$ cat config.mk
export PLATFORM = sky130hd
export DESIGN_NAME = sdram_burst_arbiter
export DESIGN_NICKNAME = d
export VERILOG_FILES = /design/src/rtl/sdram_burst_arbiter_pkg.sv /design/src/rtl/sdram_burst_addr_gen.sv /design/src/rtl/sdram_burst_arbiter.sv
export SDC_FILE = /design/constraint.sdc
export NUM_CORES = 1
export LEC_CHECK = 0
export CAP_MARGIN = 20
export CORE_UTILIZATION = 53
export DETAILED_ROUTE_END_ITERATION = 16
export GPL_TIMING_DRIVEN = 0
export PLACE_DENSITY = 0.77
export SLEW_MARGIN = 20
export SYNTH_ARGS = -nofsm -noshare
export SYNTH_HDL_FRONTEND = slang
export SYNTH_SLANG_ARGS = --single-unit
$ cat constraint.sdc
create_clock -name clk -period 2.52 [get_ports clk]
set_input_delay 0.504 -clock clk [delete_from_list [all_inputs] [get_ports clk]]
set_output_delay 0.504 -clock clk [all_outputs]
set_load 0.01 [all_outputs]
$ cat src/rtl/sdram_burst_arbiter_pkg.sv
`default_nettype none
// +----------------------------------------------------------------------+
// | sdram_burst_arbiter_pkg                                              |
// | Command opcodes, FSM state encoding and SETTLE length for the        |
// | SDRAM burst arbiter.                                                 |
// | Revision: 1.0                                                        |
// +----------------------------------------------------------------------+
package sdram_burst_arbiter_pkg;

  localparam logic [1:0] OP_NONE = 2'b00;
  localparam logic [1:0] OP_WR   = 2'b01;
  localparam logic [1:0] OP_RD   = 2'b10;
  localparam logic [1:0] OP_REF  = 2'b11;

  localparam int SETTLE_CYCLES = 3;

  typedef enum logic [1:0] {
    ST_IDLE   = 2'd0,
    ST_ISSUE  = 2'd1,
    ST_WAIT   = 2'd2,
    ST_SETTLE = 2'd3
  } arb_state_e;

endpackage
`default_nettype wire

$ cat src/rtl/sdram_burst_addr_gen.sv
`default_nettype none
// +----------------------------------------------------------------------+
// | sdram_burst_addr_gen                                                 |
// | Frame address counter: steps by one burst, wraps to 0 at the frame   |
// | end with a registered frame_done pulse.                              |
// | Revision: 1.0                                                        |
// +----------------------------------------------------------------------+
module sdram_burst_addr_gen
  import sdram_burst_arbiter_pkg::*;
#(
  parameter int unsigned ADDR_W      = 22,
  parameter int unsigned BURST_LEN   = 64,
  parameter int unsigned FRAME_WORDS = 307200
) (
  input  logic              clk,
  input  logic              rst,
  input  logic              advance,
  output logic [ADDR_W-1:0] addr,
  output logic              frame_done
);

  localparam logic [ADDR_W:0] STEP  = (ADDR_W+1)'(BURST_LEN);
  localparam logic [ADDR_W:0] FRAME = (ADDR_W+1)'(FRAME_WORDS);

  logic [ADDR_W-1:0] addr_q, addr_d;
  logic              frame_done_q, frame_done_d;
  logic [ADDR_W:0]   next_sum;

  // One extra bit so a frame ending exactly at 2^ADDR_W still compares correctly.
  assign next_sum = {1'b0, addr_q} + STEP;

  always_comb begin
    addr_d       = addr_q;
    frame_done_d = 1'b0;
    if (advance) begin
      if (next_sum == FRAME) begin
        addr_d       = '0;
        frame_done_d = 1'b1;
      end else begin
        addr_d = next_sum[ADDR_W-1:0];
      end
    end
  end

  always_ff @(posedge clk) begin
    if (!rst) begin
      addr_q       <= '0;
      frame_done_q <= 1'b0;
    end else begin
      addr_q       <= addr_d;
      frame_done_q <= frame_done_d;
    end
  end

  assign addr       = addr_q;
  assign frame_done = frame_done_q;

endmodule
`default_nettype wire

$ cat src/rtl/sdram_burst_arbiter.sv
`default_nettype none
// +----------------------------------------------------------------------+
// | sdram_burst_arbiter                                                  |
// | Picks write burst / read burst / refresh for the SDRAM command       |
// | engine. Optional watchdog: define SDRAM_ARB_WDOG_EN.                 |
// | Revision: 1.0                                                        |
// +----------------------------------------------------------------------+
module sdram_burst_arbiter
  import sdram_burst_arbiter_pkg::*;
#(
  parameter int unsigned FIFO_ADDR_SIZE = 9,
  parameter int unsigned BURST_LEN      = 64,
  parameter int unsigned ADDR_W         = 22,
  parameter int unsigned FRAME_WORDS    = 307200,
  parameter int unsigned WDOG_CYCLES    = 1024
) (
  input  logic                    clk,
  input  logic                    rst,
  input  logic                    wr_enable,
  input  logic                    rd_enable,
  input  logic [FIFO_ADDR_SIZE:0] wr_level,
  input  logic [FIFO_ADDR_SIZE:0] rd_space,
  input  logic                    ref_req,
  output logic                    ref_ack,
  output logic                    cmd_valid,
  output logic [1:0]              cmd_op,
  output logic [ADDR_W-1:0]       cmd_addr,
  input  logic                    cmd_ready,
  input  logic                    cmd_done,
  output logic                    wr_frame_done,
  output logic                    rd_frame_done
`ifdef SDRAM_ARB_WDOG_EN
  ,
  output logic                    wdog_err
`endif
);

  localparam logic [FIFO_ADDR_SIZE:0] BURST_LVL   = (FIFO_ADDR_SIZE+1)'(BURST_LEN);
  localparam logic [1:0]              SETTLE_LAST = 2'(SETTLE_CYCLES - 1);

  if (((BURST_LEN & (BURST_LEN - 1)) != 0) || (BURST_LEN > (1 << FIFO_ADDR_SIZE)) ||
      ((FRAME_WORDS % BURST_LEN) != 0) || (WDOG_CYCLES < 1)) begin : g_bad_params
    $error("sdram_burst_arbiter: inconsistent parameters");
  end

  arb_state_e        state_q, state_d;
  logic [1:0]        settle_cnt_q, settle_cnt_d;
  logic              last_wr_q, last_wr_d;
  logic              cmd_valid_q, cmd_valid_d;
  logic [1:0]        cmd_op_q, cmd_op_d;
  logic [ADDR_W-1:0] cmd_addr_q, cmd_addr_d;
  logic              ref_ack_q, ref_ack_d;

  logic              wr_elig, rd_elig;
  logic              burst_done, wr_adv, rd_adv;
  logic [ADDR_W-1:0] wr_addr, rd_addr;

`ifdef SDRAM_ARB_WDOG_EN
  localparam int unsigned       WDOG_W    = $clog2(WDOG_CYCLES + 1);
  localparam logic [WDOG_W-1:0] WDOG_LAST = WDOG_W'(WDOG_CYCLES - 1);

  logic [WDOG_W-1:0] wdog_cnt_q, wdog_cnt_d;
  logic              wdog_err_q, wdog_err_d;
`endif

  assign wr_elig = wr_enable && (wr_level >= BURST_LVL);
  assign rd_elig = rd_enable && (rd_space >= BURST_LVL);

  // cmd_op_q is held through WAIT, so it still names the burst that completes.
  assign burst_done = (state_q == ST_WAIT) && cmd_done;
  assign wr_adv     = burst_done && (cmd_op_q == OP_WR);
  assign rd_adv     = burst_done && (cmd_op_q == OP_RD);

  sdram_burst_addr_gen #(
    .ADDR_W      (ADDR_W),
    .BURST_LEN   (BURST_LEN),
    .FRAME_WORDS (FRAME_WORDS)
  ) u_wr_addr (
    .clk        (clk),
    .rst        (rst),
    .advance    (wr_adv),
    .addr       (wr_addr),
    .frame_done (wr_frame_done)
  );

  sdram_burst_addr_gen #(
    .ADDR_W      (ADDR_W),
    .BURST_LEN   (BURST_LEN),
    .FRAME_WORDS (FRAME_WORDS)
  ) u_rd_addr (
    .clk        (clk),
    .rst        (rst),
    .advance    (rd_adv),
    .addr       (rd_addr),
    .frame_done (rd_frame_done)
  );

  always_comb begin
    state_d      = state_q;
    settle_cnt_d = settle_cnt_q;
    last_wr_d    = last_wr_q;
    cmd_valid_d  = cmd_valid_q;
    cmd_op_d     = cmd_op_q;
    cmd_addr_d   = cmd_addr_q;
    ref_ack_d    = 1'b0;
`ifdef SDRAM_ARB_WDOG_EN
    wdog_cnt_d   = wdog_cnt_q;
    wdog_err_d   = wdog_err_q;
`endif
    case (state_q)
      ST_IDLE: begin
        if (ref_req) begin
          state_d     = ST_ISSUE;
          cmd_valid_d = 1'b1;
          cmd_op_d    = OP_REF;
          cmd_addr_d  = '0;
        end else if (wr_elig && (!rd_elig || !last_wr_q)) begin
          state_d     = ST_ISSUE;
          cmd_valid_d = 1'b1;
          cmd_op_d    = OP_WR;
          cmd_addr_d  = wr_addr;
          last_wr_d   = 1'b1;
        end else if (rd_elig) begin
          state_d     = ST_ISSUE;
          cmd_valid_d = 1'b1;
          cmd_op_d    = OP_RD;
          cmd_addr_d  = rd_addr;
          last_wr_d   = 1'b0;
        end
      end
      ST_ISSUE: begin
        if (cmd_ready) begin
          state_d     = ST_WAIT;
          cmd_valid_d = 1'b0;
          ref_ack_d   = (cmd_op_q == OP_REF);
`ifdef SDRAM_ARB_WDOG_EN
          wdog_cnt_d  = '0;
`endif
        end
      end
      ST_WAIT: begin
        if (cmd_done) begin
          state_d      = ST_SETTLE;
          settle_cnt_d = SETTLE_LAST;
`ifdef SDRAM_ARB_WDOG_EN
        end else if (wdog_cnt_q == WDOG_LAST) begin
          state_d      = ST_SETTLE;
          settle_cnt_d = SETTLE_LAST;
          wdog_err_d   = 1'b1;
        end else begin
          wdog_cnt_d   = wdog_cnt_q + 1'b1;
`endif
        end
      end
      ST_SETTLE: begin
        // Lets the synchronised levels catch up before the next evaluation.
        if (settle_cnt_q == 2'd0) begin
          state_d = ST_IDLE;
        end else begin
          settle_cnt_d = settle_cnt_q - 1'b1;
        end
      end
      default: state_d = ST_IDLE;
    endcase
  end

  always_ff @(posedge clk) begin
    if (!rst) begin
      state_q      <= ST_IDLE;
      settle_cnt_q <= '0;
      last_wr_q    <= 1'b0;
      cmd_valid_q  <= 1'b0;
      cmd_op_q     <= OP_NONE;
      cmd_addr_q   <= '0;
      ref_ack_q    <= 1'b0;
`ifdef SDRAM_ARB_WDOG_EN
      wdog_cnt_q   <= '0;
      wdog_err_q   <= 1'b0;
`endif
    end else begin
      state_q      <= state_d;
      settle_cnt_q <= settle_cnt_d;
      last_wr_q    <= last_wr_d;
      cmd_valid_q  <= cmd_valid_d;
      cmd_op_q     <= cmd_op_d;
      cmd_addr_q   <= cmd_addr_d;
      ref_ack_q    <= ref_ack_d;
`ifdef SDRAM_ARB_WDOG_EN
      wdog_cnt_q   <= wdog_cnt_d;
      wdog_err_q   <= wdog_err_d;
`endif
    end
  end

  assign cmd_valid = cmd_valid_q;
  assign cmd_op    = cmd_op_q;
  assign cmd_addr  = cmd_addr_q;
  assign ref_ack   = ref_ack_q;
`ifdef SDRAM_ARB_WDOG_EN
  assign wdog_err  = wdog_err_q;
`endif

endmodule
`default_nettype wire

==> results of run 1 <==
[per-layer routing]
| metal | GRT usage, % | up-vias |
|---|---|---|
| met1 | 34.6 | 1421 |
| met4 | 10.0 | 0 |
| li1 | - | 1439 |
| met3 | 6.02 | 12 |
| met2 | 41.3 | 85 |
| met5 | 0 | - |
[worst register-to-register path, cell delays in order (launching register included)]
cell and delay, ns:
dfxtp_1 0.50, ha_1 0.28, or4b_1 0.44, nor3b_1 0.26
o2111ai_1 0.22, nor3_2 0.38, a21oi_1 0.12
[stage by stage]
step	utilization, %	cells
2_1_floorplan	-	367
3_3_place_gp	63.5	483
3_5_place_dp	63.5	483
4_1_cts	67.2	499
5_1_grt	67.7	500
6_report	67.7	500
[kinds of logic (layout without fill, tap and decap cells)]
kind of cell             Yosys count  in the layout
AO/OA/AOI/OAI                     63             63
XOR/XNOR                          36             36
adder cells (fa/ha/maj)            9              9
buffers and inverters             38             96
flip-flops                        60             60
multiplexers                       2              2
AND/OR/NAND/NOR                  159            159
[report_power, final]
part / switching (mW) / internal (mW)
Clock: 0.380 / 0.508
Combinational: 0.239 / 0.183
Sequential: 0.0442 / 0.992
Total: 0.663 / 1.68
[flip-flops by register name, indices dropped and copies added, names as in the netlist]
register / flops
cmd_valid: 1
cmd_op: 2
u_wr_addr.addr: 16
settle_cnt_q: 2
ref_ack: 1
last_wr_q: 1
u_rd_addr.addr: 16
state_q: 2
u_wr_addr.frame_done: 1
u_rd_addr.frame_done: 1
cmd_addr: 17
[synthesized netlist by cell type (4+ instances only)]
master / count
nand2_1: 30
a222oi_1: 16
nand3_1: 11
nor2b_1: 22
dfxtp_1: 60
nor4_1: 5
buf_4: 5
a21oi_1: 16
o21ai_0: 9
clkbuf_1: 16
nor2_1: 10
nand4_1: 12
inv_1: 9
xnor2_1: 20
ha_1: 9
and2_1: 20
and3_1: 5
buf_2: 5
nor3_1: 16
nor3b_1: 4
xor2_1: 16
or3_1: 4
and4_1: 5
[repair_timing]
| item | 4_1_cts | 5_1_grt |
|---|---|---|
| setup buffers | 0 | 1 |
| gates resized for setup | 3 | 8 |
| setup endpoints to repair | 18 | 23 |
| pin swaps | 0 | 1 |
[layout make-up]
| cell class | instances | area, µm² | share of cell area, % |
|---|---|---|---|
| Multi-Input combinational cell | 269 | 1910 | 47.7 |
| Sequential cell | 60 | 1200 | 30.0 |
| Timing Repair Buffer | 42 | 418 | 10.4 |
| Clock buffer | 12 | 155 | 3.87 |
| Buffer | 29 | 146 | 3.65 |
| Tap cell | 75 | 93.8 | 2.34 |
| Clock inverter | 4 | 47.5 | 1.19 |
| Inverter | 9 | 33.8 | 0.843 |
[how the worst max path moves through the flow]
| stage | from | endpoint | slack, ns | depth (start not counted) |
|---|---|---|---|---|
| global placement | rd_space[9] | cmd_addr[14]$_SDFFE_PN0P_ | -0.39 | 6 |
| global route | u_wr_addr.addr[7]$_SDFFE_PN0P_ | u_wr_addr.addr[18]$_SDFFE_PN0P_ | 0.003 | 6 |
| floorplan | state_q[0]$_SDFFE_PN0P_ | u_rd_addr.frame_done$_SDFF_PN0_ | 0.30 | 9 |
| detailed placement | rd_space[9] | cmd_addr[18]$_SDFFE_PN0P_ | -0.37 | 6 |
| finish | u_wr_addr.addr[7]$_SDFFE_PN0P_ | u_wr_addr.addr[18]$_SDFFE_PN0P_ | 0.19 | 6 |
| CTS | state_q[0]$_SDFFE_PN0P_ | u_rd_addr.frame_done$_SDFF_PN0_ | 0.07 | 9 |
==> out/metrics.cfg, run 1 <==
[route]
dr.first_iter.drc_count=225
vias=2957
wl_met1_mm=3.47
first_pass_iters=8
routed-wl-met3_um=446
met2_length_mm=3.72
drt_wl_total_mm=7.76
vias_per_cell=5.91
topRoutingLayerUsed=met4
postRouteAntennaNets=0
drcViolationCount=0
routedWlPerCell_um=15.5

[logic_synthesis]
async_flop_share_pct=0
synth-xor-area-share_pct=9.69
ys_seq_area_share_pct=36.9
synth_edf_count=0
synth_top_family_by_area=simple AND/OR/NAND/NOR gates
synth.area.top_cells=dfxtp_1, xnor2_1, a222oi_1
synth_warnings=0
synthFlopType=dfxtp_1
synth_compound_area_share_pct=15.6
synthSimpleGateAreaFrac_pct=28.3
netlist_area_um2=3250
synthDistinctLibCells=53
postSynthAreaPerCell_um2=8.87
synth_cells=367
syn-num-nets=403
synthAdderAreaFrac_pct=3.46
synth_top_cell_by_area=dfxtp_1
muxShareOfSynthArea_pct=0.615
ys_ff_latch=60
synth_top_area_share_pct=36.9

[finish]
most-common-layout-cells=dfxtp_1, clkdlybuf4s50_1, nand2_1, nor2b_1
drive_above_1_share_pct=10.6
diodes=0
area_growth_pct=23.1
design_area_um2=4010
nets=456
fillers=503
layout_commonest_cell=dfxtp_1

[place]
gp_congestion=0.844
io_buffers=41
place_area_um2=3760
preCtsSetupSlack_ns=-0.367
dp_hpwl_mm=5.60

[global_route]
globalRouteOverflowTotal=0
grt_pass1_vias=2637
antenna_found_initial=0
grt_max_degree=11
grt_pass1_wl_mm=12.8
grt.total_usage_pct=26.2

[critical_path]
path_max_fanout=9
end_kind=register
r2r_start=u_wr_addr.addr[7]$_SDFFE_PN0P_
crit_family=simple AND/OR/NAND/NOR gates
critical_path.cell_chain=ha_1, or4b_1, nor3b_1, o2111ai_1, nor3_2, a21oi_1
r2r_cells=6
cp-start-kind=register
crit_type=reg2reg
critPathBufInv=0
critical_path_arrival_ns=2.55
slowest_delay_ns=0.50
ff2ff_setup_slack_ns=0.19
cp_slowest_cell=dfxtp_1
reg2reg_to=u_wr_addr.addr[18]$_SDFFE_PN0P_
required_ns=2.73

[sta]
fin_crit_ns=2.33
hold_viol=0
slew_headroom_pct=62.6
finalSetupViolCount=0
worst-slew-pin-transition_ns=0.561
fin_ws_ns=0.187
rsz0062_at_grt=no
holdWs_ns=0.547
max_freq_ghz=0.429
fin_crit_sh_pct=92.6
slew_violations=0
finalSetupTns_ns=0
fin_skew_ns=0.0127

[power_and_ir_drop]
p_leak_nw=1.49
irDropWorstVdd_mv=0.509
p_per_area_nw_per_um2=586
power_mw=2.35

[die]
die_h_um=80.4
die-area_um2=6460
dieWidth_um=80.4
core-area_um2=5920
rows=28
design.portCount=55
initial_core_util_pct=55.0

[clock_tree]
clock-root-buffer=clkbuf_8
insertion_delay_ns=0.34
cts_buffers=9
cts_tree=yes
cts.reportedPaths.clkPinSlew_ns=0.08
cts_max_level=3
clock-sinks=60
cts_hold_buf=0
clk_path_buf_depth=2

[min_path]
min-delay-start=cmd_op[0]$_SDFFE_PN0P_
hold_path_end=ref_ack$_SDFF_PN0_
hold_depth=2
hold_class=reg2reg

[job]
max_cap_violations=0

[run_status]
outcome=completed

Note: power is estimated with default switching activity, not from simulation.
==> run 2, diff against run 1 <==
- PLACE_DENSITY: 0.77 -> 0.83
- REMOVE_ABC_BUFFERS: unset -> 1
==> out/metrics.cfg, run 2 (synthesized netlist as in run 1, its figures left out) <==
[run_status]
outcome=completed

[route]
dr.first_iter.drc_count=291
first_pass_iters=7
vias=2896
drcViolationCount=0
drt_wl_total_mm=7.86
routedWlPerCell_um=16.6
vias_per_cell=6.12
postRouteAntennaNets=0

[critical_path]
critical_path.cell_chain=ha_1, or4b_1, nor3b_1, o2111ai_1, nor3_2, a21oi_1
cp-start-kind=register
end_kind=register
crit_family=simple AND/OR/NAND/NOR gates
crit_type=reg2reg
critPathBufInv=0
required_ns=2.72
path_max_fanout=9
critical_path_arrival_ns=2.61
slowest_delay_ns=0.52
cp_slowest_cell=dfxtp_1

[global_route]
grt_pass1_vias=2784
grt_max_degree=34
grt_pass1_wl_mm=13.4
grt.total_usage_pct=26.8
globalRouteOverflowTotal=0
antenna_found_initial=0

[clock_tree]
cts_hold_buf=0
clk_path_buf_depth=2
cts_buffers=9
cts_max_level=3
cts_tree=yes
clock-sinks=60
insertion_delay_ns=0.34
cts.reportedPaths.clkPinSlew_ns=0.07
clock-root-buffer=clkbuf_8

[die]
core-area_um2=5920
rows=28
design.portCount=55
initial_core_util_pct=55.0
die-area_um2=6460
dieWidth_um=80.4
die_h_um=80.4

[place]
io_buffers=42
dp_hpwl_mm=5.38
gp_congestion=0.886
place_area_um2=3660

[sta]
hold_viol=0
rsz0062_at_grt=no
fin_crit_sh_pct=95.8
finalSetupViolCount=0
slew_violations=0
finalSetupTns_ns=0
fin_skew_ns=0.00540
slew_headroom_pct=44.4
worst-slew-pin-transition_ns=0.834
max_freq_ghz=0.414
fin_crit_ns=2.41

[finish]
fin_util_pct=66.0
most-common-layout-cells=dfxtp_1, clkdlybuf4s50_1, nand2_1, nor2b_1
diodes=0
layout_commonest_cell=dfxtp_1
area_growth_pct=20.0
design_area_um2=3910
largest_register_ffs=17
nets=429
drive_above_1_share_pct=8.29

[power_and_ir_drop]
p_leak_nw=1.41
p_per_area_nw_per_um2=601
irDropWorstVdd_mv=0.461

[min_path]
hold_class=reg2reg

[job]
max_cap_violations=0

## run 2: worst reg2reg max path, stage by stage, from the launching register on
cell	delay, ns
dfxtp_1	0.52
ha_1	0.27
or4b_1	0.44
nor3b_1	0.23
o2111ai_1	0.20
nor3_2	0.45
a21oi_1	0.15
## run 2: layout make-up
type	count	area, µm²
Clock buffer	12	155
Clock inverter	4	47.5
Fill cell	482	2010
Inverter	9	33.8
Multi-Input combinational cell	269	1920
Sequential cell	60	1200
Tap cell	75	93.8
Timing Repair Buffer	44	450
## run 2: stage by stage
step / cells / hold slack, ns / power [mW] / setup WS, ns
floorplan: 338 / 0.494 / 1.30 / 0.297
global placement: 455 / 0.508 / 1.43 / -0.465
detailed placement: 456 / 0.510 / 1.47 / -0.310
CTS: 472 / 0.528 / 2.35 / 0.0148
global route: 473 / 0.558 / 2.45 / 0.0335
finish: 473 / 0.528 / 2.35 / 0.106
## run 2: layer usage
| layer | GRT usage [%] | vias up | share of wire, % |
|---|---|---|---|
| li1 | - | 1381 | - |
| met1 | 34.7 | 1395 | 43 |
| met2 | 43.3 | 109 | 48 |
| met3 | 4.55 | 11 | 7.0 |
| met4 | 12.1 | 0 | 1.6 |
| met5 | 0 | - | 0 |
## run 2: report_power, final
part / total, mW / internal (mW) / switching, mW
clock network: 0.886 / 0.507 / 0.379
registers: 1.04 / 0.993 / 0.0447
logic: 0.422 / 0.180 / 0.243
total: 2.35 / 1.68 / 0.666
## run 2: repair_timing
action / in CTS / in global routing
resized for setup: 3 / 4
pin swaps: 0 / 1
buffers inserted: 0 / 1
endpoints found under the setup margin: 14 / 9
## run 2: worst paths after layout
check,depth (start not counted),slack [ns],to,startpoint
worst min register to register,2,0.53,ref_ack$_SDFF_PN0_,cmd_op[0]$_SDFFE_PN0P_
worst min-delay path,2,0.53,ref_ack$_SDFF_PN0_,cmd_op[0]$_SDFFE_PN0P_
worst max-delay path,6,0.11,u_wr_addr.addr[13]$_SDFFE_PN0P_,u_wr_addr.addr[7]$_SDFFE_PN0P_
worst max register to register,6,0.11,u_wr_addr.addr[13]$_SDFFE_PN0P_,u_wr_addr.addr[7]$_SDFFE_PN0P_
